<file path="config.mk">
export PLATFORM = sky130hd
export DESIGN_NAME = keypad_scanner
export DESIGN_NICKNAME = d
export VERILOG_FILES = /design/src/rtl/keypad_scanner.sv
export SDC_FILE = /design/constraint.sdc
export NUM_CORES = 1
export LEC_CHECK = 0
export CAP_MARGIN = 20
export CORE_MARGIN = 2
export CORE_UTILIZATION = 52
export CTS_CLUSTER_SIZE = 16
export DETAILED_ROUTE_END_ITERATION = 7
export MAX_ROUTING_LAYER = met4
export PLACE_DENSITY = 0.81
export REMOVE_ABC_BUFFERS = 1
export SLEW_MARGIN = 20
export SYNTH_ARGS = -nofsm -noshare
export SYNTH_HDL_FRONTEND = slang
export SYNTH_SLANG_ARGS = --single-unit
export TNS_END_PERCENT = 30
</file>
<file path="constraint.sdc">
create_clock -name clk -period 2.1 [get_ports clk]
set_input_delay 0.315 -clock clk [delete_from_list [all_inputs] [get_ports clk]]
set_output_delay 0.315 -clock clk [all_outputs]
set_load 0.005 [all_outputs]
</file>
<file path="src/rtl/keypad_scanner.sv">
// rtl/keypad_scanner.sv - column-scanning matrix keypad controller with press/release debounce
module keypad_scanner #(
    parameter int N_COLS   = 4,
    parameter int N_ROWS   = 4,
    parameter int SCAN_DIV = 4,
    parameter int DEBOUNCE = 3,
    localparam int RW = (N_ROWS > 1) ? $clog2(N_ROWS) : 1,
    localparam int CW = (N_COLS > 1) ? $clog2(N_COLS) : 1
) (
    input  logic              clk,
    input  logic              reset,
    input  logic [N_ROWS-1:0] rows,
    output logic [N_COLS-1:0] cols,
    output logic              key_valid,
    output logic [RW-1:0]     key_row,
    output logic [CW-1:0]     key_col,
    output logic              key_held,
    output logic              key_release
);

    localparam int TW = (SCAN_DIV > 1) ? $clog2(SCAN_DIV) : 1;
    localparam int DW = $clog2(DEBOUNCE + 1);

    typedef enum logic [1:0] {
        SCAN       = 2'd0,
        PRESS_DB   = 2'd1,
        HELD       = 2'd2,
        RELEASE_DB = 2'd3
    } state_t;

    state_t            state_q;
    logic [TW-1:0]     tick_cnt_q;
    logic [N_ROWS-1:0] rows_meta_q;
    logic [N_ROWS-1:0] rows_s_q;
    logic [CW-1:0]     col_idx_q;
    logic [RW-1:0]     row_lat_q;
    logic [DW-1:0]     db_cnt_q;
    logic [RW-1:0]     key_row_q;
    logic [CW-1:0]     key_col_q;
    logic              key_valid_q;
    logic              key_release_q;
    logic              key_held_q;

    logic              tick;
    logic              row_any;
    logic [RW-1:0]     low_row;
    logic              lat_high;
    logic [CW-1:0]     col_next;
    logic              db_last;

    assign tick     = (tick_cnt_q == TW'(SCAN_DIV - 1));
    assign row_any  = |rows_s_q;
    assign lat_high = rows_s_q[row_lat_q];
    assign col_next = (col_idx_q == CW'(N_COLS - 1)) ? '0 : col_idx_q + CW'(1);
    assign db_last  = (db_cnt_q == DW'(DEBOUNCE - 1));

    // Lowest-numbered active row wins when several rows in one column are high
    always_comb begin
        low_row = '0;
        for (int r = N_ROWS - 1; r >= 0; r--) begin
            if (rows_s_q[r]) begin
                low_row = RW'(r);
            end
        end
    end

    // One-hot column drive from the current scan index (index never exceeds N_COLS-1)
    always_comb begin
        cols            = '0;
        cols[col_idx_q] = 1'b1;
    end

    // Synchronizer, scan tick divider and scan/debounce FSM with registered outputs
    always_ff @(posedge clk or negedge reset) begin
        if (!reset) begin
            state_q       <= SCAN;
            tick_cnt_q    <= '0;
            rows_meta_q   <= '0;
            rows_s_q      <= '0;
            col_idx_q     <= '0;
            row_lat_q     <= '0;
            db_cnt_q      <= '0;
            key_row_q     <= '0;
            key_col_q     <= '0;
            key_valid_q   <= 1'b0;
            key_release_q <= 1'b0;
            key_held_q    <= 1'b0;
        end else begin
            rows_meta_q   <= rows;
            rows_s_q      <= rows_meta_q;
            tick_cnt_q    <= tick ? '0 : tick_cnt_q + TW'(1);
            key_valid_q   <= 1'b0;
            key_release_q <= 1'b0;
            if (tick) begin
                case (state_q)
                    SCAN: begin
                        if (row_any) begin
                            row_lat_q <= low_row;
                            db_cnt_q  <= DW'(1);
                            if (DEBOUNCE == 1) begin
                                state_q     <= HELD;
                                key_valid_q <= 1'b1;
                                key_held_q  <= 1'b1;
                                key_row_q   <= low_row;
                                key_col_q   <= col_idx_q;
                            end else begin
                                state_q <= PRESS_DB;
                            end
                        end else begin
                            col_idx_q <= col_next;
                        end
                    end
                    PRESS_DB: begin
                        if (lat_high) begin
                            db_cnt_q <= db_cnt_q + DW'(1);
                            if (db_last) begin
                                state_q     <= HELD;
                                key_valid_q <= 1'b1;
                                key_held_q  <= 1'b1;
                                key_row_q   <= row_lat_q;
                                key_col_q   <= col_idx_q;
                            end
                        end else begin
                            state_q   <= SCAN;
                            col_idx_q <= col_next;
                        end
                    end
                    HELD: begin
                        // Only the latched key is watched; other rows are ignored
                        if (!lat_high) begin
                            db_cnt_q <= DW'(1);
                            if (DEBOUNCE == 1) begin
                                state_q       <= SCAN;
                                key_release_q <= 1'b1;
                                key_held_q    <= 1'b0;
                                col_idx_q     <= col_next;
                            end else begin
                                state_q <= RELEASE_DB;
                            end
                        end
                    end
                    RELEASE_DB: begin
                        if (!lat_high) begin
                            db_cnt_q <= db_cnt_q + DW'(1);
                            if (db_last) begin
                                state_q       <= SCAN;
                                key_release_q <= 1'b1;
                                key_held_q    <= 1'b0;
                                col_idx_q     <= col_next;
                            end
                        end else begin
                            state_q <= HELD;
                        end
                    end
                    default: state_q <= SCAN;
                endcase
            end
        end
    end

    assign key_valid   = key_valid_q;
    assign key_release = key_release_q;
    assign key_held    = key_held_q;
    assign key_row     = key_row_q;
    assign key_col     = key_col_q;

endmodule

</file>
# --- Yosys cells after proc, flatten, opt, wreduce, memory -nomap -nowiden ---
# Cells that the tools add are included.
totals:
  reg_bits: 25
  inputBits: 6
  out_inout_bits: 11
  wordCells: 83
classes:
  addsub: 3
  order_cmp: 3
  eq_ne: 16
  n_mux: 38
  n_reduce_logical: 11
op_table:
  columns: ["cell", "n"]
  rows:
  - ["2-bit two-way mux", 19]
  - ["2-bit inequality test (second input constant)", 8]
  - ["2-bit one-hot mux with 4 select lines", 2]
  - ["1-bit two-way mux", 13]
  - ["6-bit AND reduction", 2]
  - ["2-bit equality test (second input constant)", 5]
  - ["5-bit AND reduction", 2]
  - ["2-bit by 1-bit adder with 2-bit output (second input constant)", 3]
  - ["2-bit by 3-bit less-than comparator with 1-bit output (second input constant)", 2]
  - ["3-bit inequality test (second input constant)", 2]
  - ["2-bit one-hot mux with 3 select lines", 1]
  - ["4-bit AND reduction", 1]
  - ["4-bit OR reduction", 1]
  - ["3-bit AND reduction", 1]
  - ["3-bit nonzero test", 1]
  - ["1-bit binary-select mux with 2-bit select", 1]
  - ["1-bit demux with 2-bit select", 1]
  - ["2-bit by 1-bit equality test with 1-bit output (second input constant)", 1]
  - ["2-bit by 1-bit >= comparator with 1-bit output (second input constant)", 1]
  - ["2-bit logical NOT", 1]
  - ["1-bit one-hot mux with 2 select lines", 1]
  - ["2-bit nonzero test", 1]
  - ["1-bit logical AND", 1]

# --- Logic depth before layout (Yosys ltp) ---
# Gate-level depths: netlist of the first run.
logic_depth:
  depth_word: 5
  depth_mapped: 6
  depth_no_buf: 6

# --- Worst setup path before layout of the first run ---
# OpenSTA, ideal clock, no wires.
synth_path:
  path_kind: "register to register"
  from: "reg row_lat_q[0]"
  to: "reg col_idx_q[0]"
  setup_time_ps: 128
  t_arrival_ps: 1605
  t_required_ps: 1972
  setup_slack_ps: 367
  stages_incl_launch_ff: 6
  n_path_buf: 1
  synth_period_minus_slack_ps: 1733
  cell_sequence: "dfrtp_1 mux4_2 buf_6 nor3_4 o21ai_2 mux2_1"
synth_via:
  elab_chain_len: 4
  word_cells_on_any_way: 5
  classes_between: "2 x eq/ne; 2 x mux; 1 x reduce/logical"
synth_rtl:
  columns: ["element", "line_no", "rtl"]
  rows:
  - ["start, declared", "36", "logic [RW-1:0] row_lat_q;"]
  - ["start signal, assigned", "98", "row_lat_q <= low_row;"]
  - ["1-bit binary-select mux with 2-bit select (*)", "53", "assign lat_high = rows_s_q[row_lat_q];"]
  - ["1-bit two-way mux (implied by the code) (*)", "53", null]
  - ["2-bit inequality test (no source line)", null, null]
  - ["6-bit AND reduction (no source line) (*)", null, null]
  - ["end signal, assigned", "110", "col_idx_q <= col_next;"]
  - ["end signal, assigned", "125", "col_idx_q <= col_next;"]
  - ["end signal, assigned", "136", "col_idx_q <= col_next;"]
  - ["end, declared", "35", "logic [CW-1:0] col_idx_q;"]
# Mark *: on every way between the ends. The rest lies on a longest branch, timed or not. The select of a mux whose other input is x is not followed.
# A chain may end at the register's enable or synchronous reset.

# --- Worst setup path in the final report of the first run ---
layout_path:
  from: "reg row_lat_q[0]"
  to: "reg key_col_q[1], in the netlist key_col[1]"
layout_via:
  elab_chain_len: 3
layout_rtl:
  columns: ["element", "line_no", "rtl"]
  rows:
  - ["1-bit binary-select mux with 2-bit select", "53", null]
  - ["1-bit two-way mux (implied by the code)", "53", null]
  - ["4-bit AND reduction (no source line)", null, null]
  - ["end signal, assigned", "105", "key_col_q <= col_idx_q;"]
  - ["end signal, assigned", "121", "key_col_q <= col_idx_q;"]
  - ["end, declared", "39", "logic [CW-1:0] key_col_q;"]
# No other way between the ends. The select of a mux whose other input is x is not followed.

==> summary.md, run 1 <==
| Metric | Value |
|---|---|
| Dpl cells | 131 |
| Top cell type's share of synthesized area | 55.6% |
| Starting DRT DRC Count | 7 |
| Largest family of logic cells by synthesized area | multiplexers |
| Worst path max stage delay | around 0.65 ns |
| Worst slew margin relative to its limit | 62.6% |
| Rows | 16 |
| CTS sink cnt | 25 |
| Fin Clk Skew | ~0.0046 ns |
| P_leak | slightly below 0.0006 uW |
| DRC viols | 0 |
| Flop-to-flop setup slack | approximately 0.25 ns |
| Maximum vdd drop | 0.660 mV |
| Final hold viol count | 0 |
| Postcts setup bufs | 0 |
| Cell-internal power | ~930 uW |
| Antenna viol nets, final | 0 |
| Core area | 2000 um^2 |
| Cell Chain, Critical Path | mux4_2 > nand4b_1 > mux2_2 |
| Mean Syn Cell Area | 12.4 um^2 |
| Ports | 17 |
| Async SR Flop Fraction | between 90% and 100% |
| Register share of total power | 50.8% |
| Slowest stage cell, crit path | mux4_2 |
| CP endpoint kind | flip-flop |
| Yosys reg bits | 25 |
| P_sw | about 430 uW |
| Final period utilization | ~90% |
| Post-synthesis cell count | a little over 90 |
| Hold Path Class | input port to async pin |
| Antenna cells | 0 |
| Synth area leaders | dfrtp_1, ha_1, mux2_2 |
| Max-slew violation count | 0 |
| CP Depth | 3 |
| Register area share after synthesis | between 50% and 60% |
| CP Class | flip-flop to flip-flop |
| Post-synth cell types | 31 |
| First-pass GRT wire length | approximately 2.8 mm |
| Combinational cell fraction of total power | about a third |
| Aggregate routed wire length | about 1.7 mm |
| Critical R2R Launch | row_lat_q[0] |
| H-tree levels | 1 |
| Critical path launch point type | flip-flop |
| Utilization after layout | 66.5% |
| GRT overflow | 0 |
| Max Buffers Root-to-Sink | 2 |
| Initial antenna violation count | 0 |
| Largest net degree at the start of global routing | 26 |
| Top cell type by total area after synthesis | dfrtp_1 |
| Fin area | roughly 1300 um^2 |
| Power Total | around 1400 uW |
| Max Clk Rate | ~0.54 GHz |
| IO buf count | 16 |
| Hold-fix buffers at CTS | 0 |
| Run status | finished, final reports clean |
| Worst r2r path cells | 3 |
| TritonRoute pass-1 iters | 4 |
| RSZ-0062 raised after global routing | no |
| Root buffer cell | clkbuf_4 |
| Die footprint | 2550 um^2 |
| Clock power share | about 15% |
| Vias in the first global route | between 600 and 700 |
| Resized cells post-CTS | 0 |
| Req. time, crit path | ~2.3 ns |
| Placed cell area | approximately 1300 um^2 |
| CP bufs+invs | 0 |
| PwrDens | 1020 nW/um^2 |
| GRT Overall Usage | between 15 and 20% |
| Share of cells above drive strength 1 | between 10% and 20% |
| Tmin final | 1.85 ns |
| Die X | 50.5 um |
| Nets@finish | 122 |
| Area grow syn2layout | 18.2% |
| Synth Warn # | 0 |
| Worst-path clk slew | 0.13 ns |
| Post-Synth XOR/XNOR Area | 0% |
| Non-filler cells, final | 135 |
| Data arrival, critical path | just over 2 ns |
| Post-route setup TNS | 0 ns |
| EDFF count, synth | 0 |
| Clock latency on the worst-skew pair | between 0.3 and 0.4 ns |
| Final Setup Violations | 0 |
| Switch share | between 30% and 40% |
| RePlAce Congestion | 0.726 |
| Post-DR vias/cell | about 5.4 |
| Synth Area in Simple Gates | between 10% and 20% |
| Critical-path maximum fanout | 9 |
| Routed via count | roughly 730 |
| Max-Cap Viols | 0 |
| CTS tree | yes |
| Worst-Margin Slew | about 0.56 ns |
| Synth Area in Adders | just under 8% |
| Starting density of the core | 56.2% |
| Synth Area in Compound Gates | between 10% and 20% |
| HPWL after DPL | approximately 1.2 mm |
| Synth Cell Area | around 1100 um^2 |
| Total CTS buffers | 3 |
| Multiplexer share of the synthesized area | a little under an eighth |
| Top_reg_cell synth | dfrtp_1 |
| Chip height | slightly above 50 um |
| Reg2reg end | key_col[1] |
| Top delay family on crit path | multiplexers |
| WL per Instance | 12.3 um |
[power groups by stage]
stage	Clock (uW)	Combinational, uW	Sequential [uW]
6_report	207	462	692
5_1_grt	238	516	707
4_1_cts	217	469	691
3_5_place_dp	0	467	701
3_3_place_gp	0	452	694
2_1_floorplan	0	285	678
[cells by family after synthesis]
family / after synthesis
multiplexers: 11
buffers and inverters: 9
AND/OR/NAND/NOR: 22
flip-flops: 25
adder cells (fa/ha/maj): 7
AO/OA/AOI/OAI: 17
[cells in the final DEF, fill, tap and decap left out, types with 2 or more instances in the layout]
cell type        instances
clkdlybuf4s50_1         16
nor2_1                   7
nand2_1                  5
o21a_1                   2
clkbuf_4                 3
nor2b_1                  2
dfrtp_1                 25
a21oi_1                  4
ha_1                     7
mux2_1                   2
mux2_2                   7
o21ai_0                  4
inv_1                    5
[worst max path at each step]
stage / startpoint / end / slack (ns)
after floorplan: row_lat_q[0] / key_col[0] / 0.38
after global placement: row_lat_q[0] / key_row[1] / 0.30
after detailed placement: row_lat_q[0] / key_col[0] / 0.26
after CTS: row_lat_q[0] / key_col[0] / 0.24
after global routing: row_lat_q[0] / col_idx_q[0] / 0.16
final: row_lat_q[0] / key_col[1] / 0.25
[cells in the mapped netlist, types with 2 or more instances]
| library cell | instances |
|---|---|
| o21a_1 | 2 |
| nor2_1 | 7 |
| o21ai_0 | 4 |
| a21oi_1 | 4 |
| inv_1 | 5 |
| clkbuf_1 | 2 |
| nand2_1 | 5 |
| mux2_2 | 7 |
| nor2b_1 | 2 |
| dfrtp_1 | 25 |
| mux2_1 | 2 |
| ha_1 | 7 |
[registers in the layout, indices dropped and copies added (netlist names), named ones only]
signal and cells:
rows_meta_q 4, rows_s_q 4, col_idx_q 2, db_cnt_q 2, key_col 2, key_row 2, row_lat_q 2, tick_cnt_q 2
key_held 1, key_release 1, key_valid 1, state_q 1
[through the flow]
step,hold WS (ns),worst slack [ns]
global route,0.361,0.156
CTS,0.357,0.242
finish,0.354,0.254
floorplan,0.0194,0.376
detailed placement,0.342,0.258
global placement,0.332,0.301
[cell type report]
type	instances	area, um^2
Fill cell	161	671
Sequential cell	25	626
Multi-Input combinational cell	57	458
Timing Repair Buffer	17	168
Tap cell	27	33.8
Clock buffer	3	22.5
Inverter	5	18.8
Clock inverter	1	5.00
[per-layer routing]
| layer | track usage (%) | vias to the layer above | wire length, um |
|---|---|---|---|
| met2 | 25.2 | 29 | 817 |
| met1 | 17.4 | 348 | 720 |
| li1 | - | 352 | - |
| met4 | 9.46 | 0 | 35 |
| met5 | - | - | 0 |
| met3 | 1.79 | 4 | 84 |
(Power assumes the default switching activity.)
==> inputs of run 2 (changes only) <==
GPL_ROUTABILITY_DRIVEN = 0   (was not set)
==> results of run 2 <==
The final DEF is identical to that of run 1; final timing and power are the same.
==> inputs of run 3 (changes only) <==
CORE_UTILIZATION = 56   (was 52)
PLACE_DENSITY = 0.86   (was 0.81)
clock period = 2.2 ns   (was 2.1 ns; I/O delays follow)
==> run 3 against run 2 <==
  * Non-clock buffer count unchanged
  * Final cell count stayed put
  * Core utilization is 2.7 points higher
  * Clock power shrank 3%
  * Clock skew shrank 0.0017 ns
  * First-iteration DRC count grew to 2.9 times the previous value
==> summary.md, run 3 (synthesis results as in run 1) <==
| Metric | Value |
|---|---|
| Starting density of the core | between 50% and 60% |
| Req. time, crit path | ~1.9 ns |
| PwrDens | 987 nW/um^2 |
| Final WS setup | approximately 0.33 ns |
| Slowest stage cell, crit path | clkdlybuf4s50_1 |
| Leading registers by flop count | rows_meta_q x4, rows_s_q x4 |
| Antenna viol nets, final | 0 |
| Ports | 17 |
| H-tree levels | 1 |
| Fin Clk Skew | ~0.0029 ns |
| Run status | finished, final reports clean |
| HPWL after DPL | 1.33 mm |
| Hold Path Class | input port to async pin |
| Utilization after layout | between 60% and 70% |
| Worst r2r path cells | 3 |
| Max Clk Rate | between 0.5 and 0.6 GHz |
| Root buffer cell | clkbuf_4 |
| Placed cell area | 1300 um^2 |
| Post-route setup TNS | 0 ns |
| Critical path launch point type | flip-flop |
| Post-DR vias/cell | between 5 and 6 |
| CP endpoint kind | primary output |
| Worst slew margin relative to its limit | about two thirds |
| Final hold viol count | 0 |
| Aggregate routed wire length | 1.77 mm |
| Total CTS buffers | 3 |
| GRT Overall Usage | around a fifth |
| Postcts setup bufs | 0 |
| Cell Chain, Critical Path | inv_1 > ha_1 > clkdlybuf4s50_1 |
| Fin area | approximately 1300 um^2 |
| Reg2reg end | key_col[0] |
| IO buf count | 16 |
| Fillcell total | 147 |
| Final Setup Violations | 0 |
| Clock latency on the worst-skew pair | ~0.32 ns |
| Flop-to-flop setup slack | 0.35 ns |
| DP Worst Slack | 0.344 ns |
| CTS tree | yes |
| Tmin final | about 1.9 ns |
| Resized cells post-CTS | 0 |
| GRT overflow | 0 |
| Nets@finish | about 120 |
| Top delay family on crit path | buffers and inverters |
| Worst path max stage delay | about 0.5 ns |
| Rows | 16 |
| Chip height | about 49 um |
| Area grow syn2layout | 18.1% |
| Largest net degree at the start of global routing | 26 |
| Data arrival, critical path | roughly 1.5 ns |
| Initial antenna violation count | 0 |
| Worst-Margin Slew | about 0.49 ns |
| Critical R2R Launch | row_lat_q[0] |
| P_leak | a little under 0.0006 uW |
| Hold-fix buffers at CTS | 0 |
| Maximum vdd drop | 0.724 mV |
| DRC viols | 0 |
| Share of cells above drive strength 1 | approximately 15% |
| Max-Cap Viols | 0 |
| First-pass GRT wire length | roughly 3.3 mm |
| Routed via count | 741 |
| CP Class | flip-flop to primary output |
| Commonest cells after routing, fill and taps aside | dfrtp_1, clkdlybuf4s50_1, nor2_1, mux2_2, ha_1 |
| Critical-path maximum fanout | 6 |
| WL per Instance | around 13 um |
| TritonRoute pass-1 iters | 4 |
| CP bufs+invs | 2 |
| Die X | around 50 um |
| Die footprint | approximately 2400 um^2 |
| Core area | a little under 2000 um^2 |
| Power Total | 1310 uW |
| Vias in the first global route | 750 |
| Worst-path clk slew | 0.12 ns |
| Max-slew violation count | 0 |
| Starting DRT DRC Count | 20 |
| CTS sink cnt | 25 |
| Antenna cells | 0 |
| RSZ-0062 raised after global routing | no |
| Max Buffers Root-to-Sink | 2 |
| Final period utilization | a little over four fifths |
| Most common cell after layout, fill and taps aside | dfrtp_1 |
run 3: cell count changes in the layout (fill, tap and decap cells not counted), sizes merged:
| cell | before | now |
|---|---|---|
| clkbuf | 3 | 4 |
| clkinv | 1 | 0 |
run 3: layout make-up:
type,instances,area [um^2],share of cell area (%)
Sequential cell,25,626,47.0
Multi-Input combinational cell,57,458,34.4
Timing Repair Buffer,17,168,12.6
Tap cell,27,33.8,2.54
Clock buffer,4,26.3,1.98
Inverter,5,18.8,1.41
run 3: metrics by stage:
stage | cells | hold WS [ns]
6_report | 135 | 0.347
5_1_grt | 135 | 0.361
4_1_cts | 135 | 0.348
3_5_place_dp | 131 | 0.335
3_3_place_gp | 131 | 0.332
2_1_floorplan | 87 | 0.0344
run 3: worst max path at each step:
stage / start / to / slack, ns / cells past startpoint
6_report: col_idx_q[0] / cols[0] / 0.33 / 3
5_1_grt: col_idx_q[0] / cols[0] / 0.23 / 3
4_1_cts: col_idx_q[0] / cols[0] / 0.32 / 3
3_5_place_dp: row_lat_q[0] / key_col[0] / 0.34 / 3
3_3_place_gp: row_lat_q[0] / key_row[0] / 0.39 / 3
2_1_floorplan: row_lat_q[0] / key_col[0] / 0.48 / 3
run 3: where the power goes:
part / total [uW] / internal, uW / switching (uW)
clock: 200 / 71.0 / 129
combinational: 450 / 268 / 181
sequential: 664 / 552 / 112
total: 1310 / 892 / 422
run 3: metal layers:
metal	GRT usage [%]	vias up	share of wire [%]
met4	9.52	0	1.6
met5	-	-	0
met2	31.5	31	52
met3	3.68	3	4.8
met1	21.1	355	42
li1	-	352	-
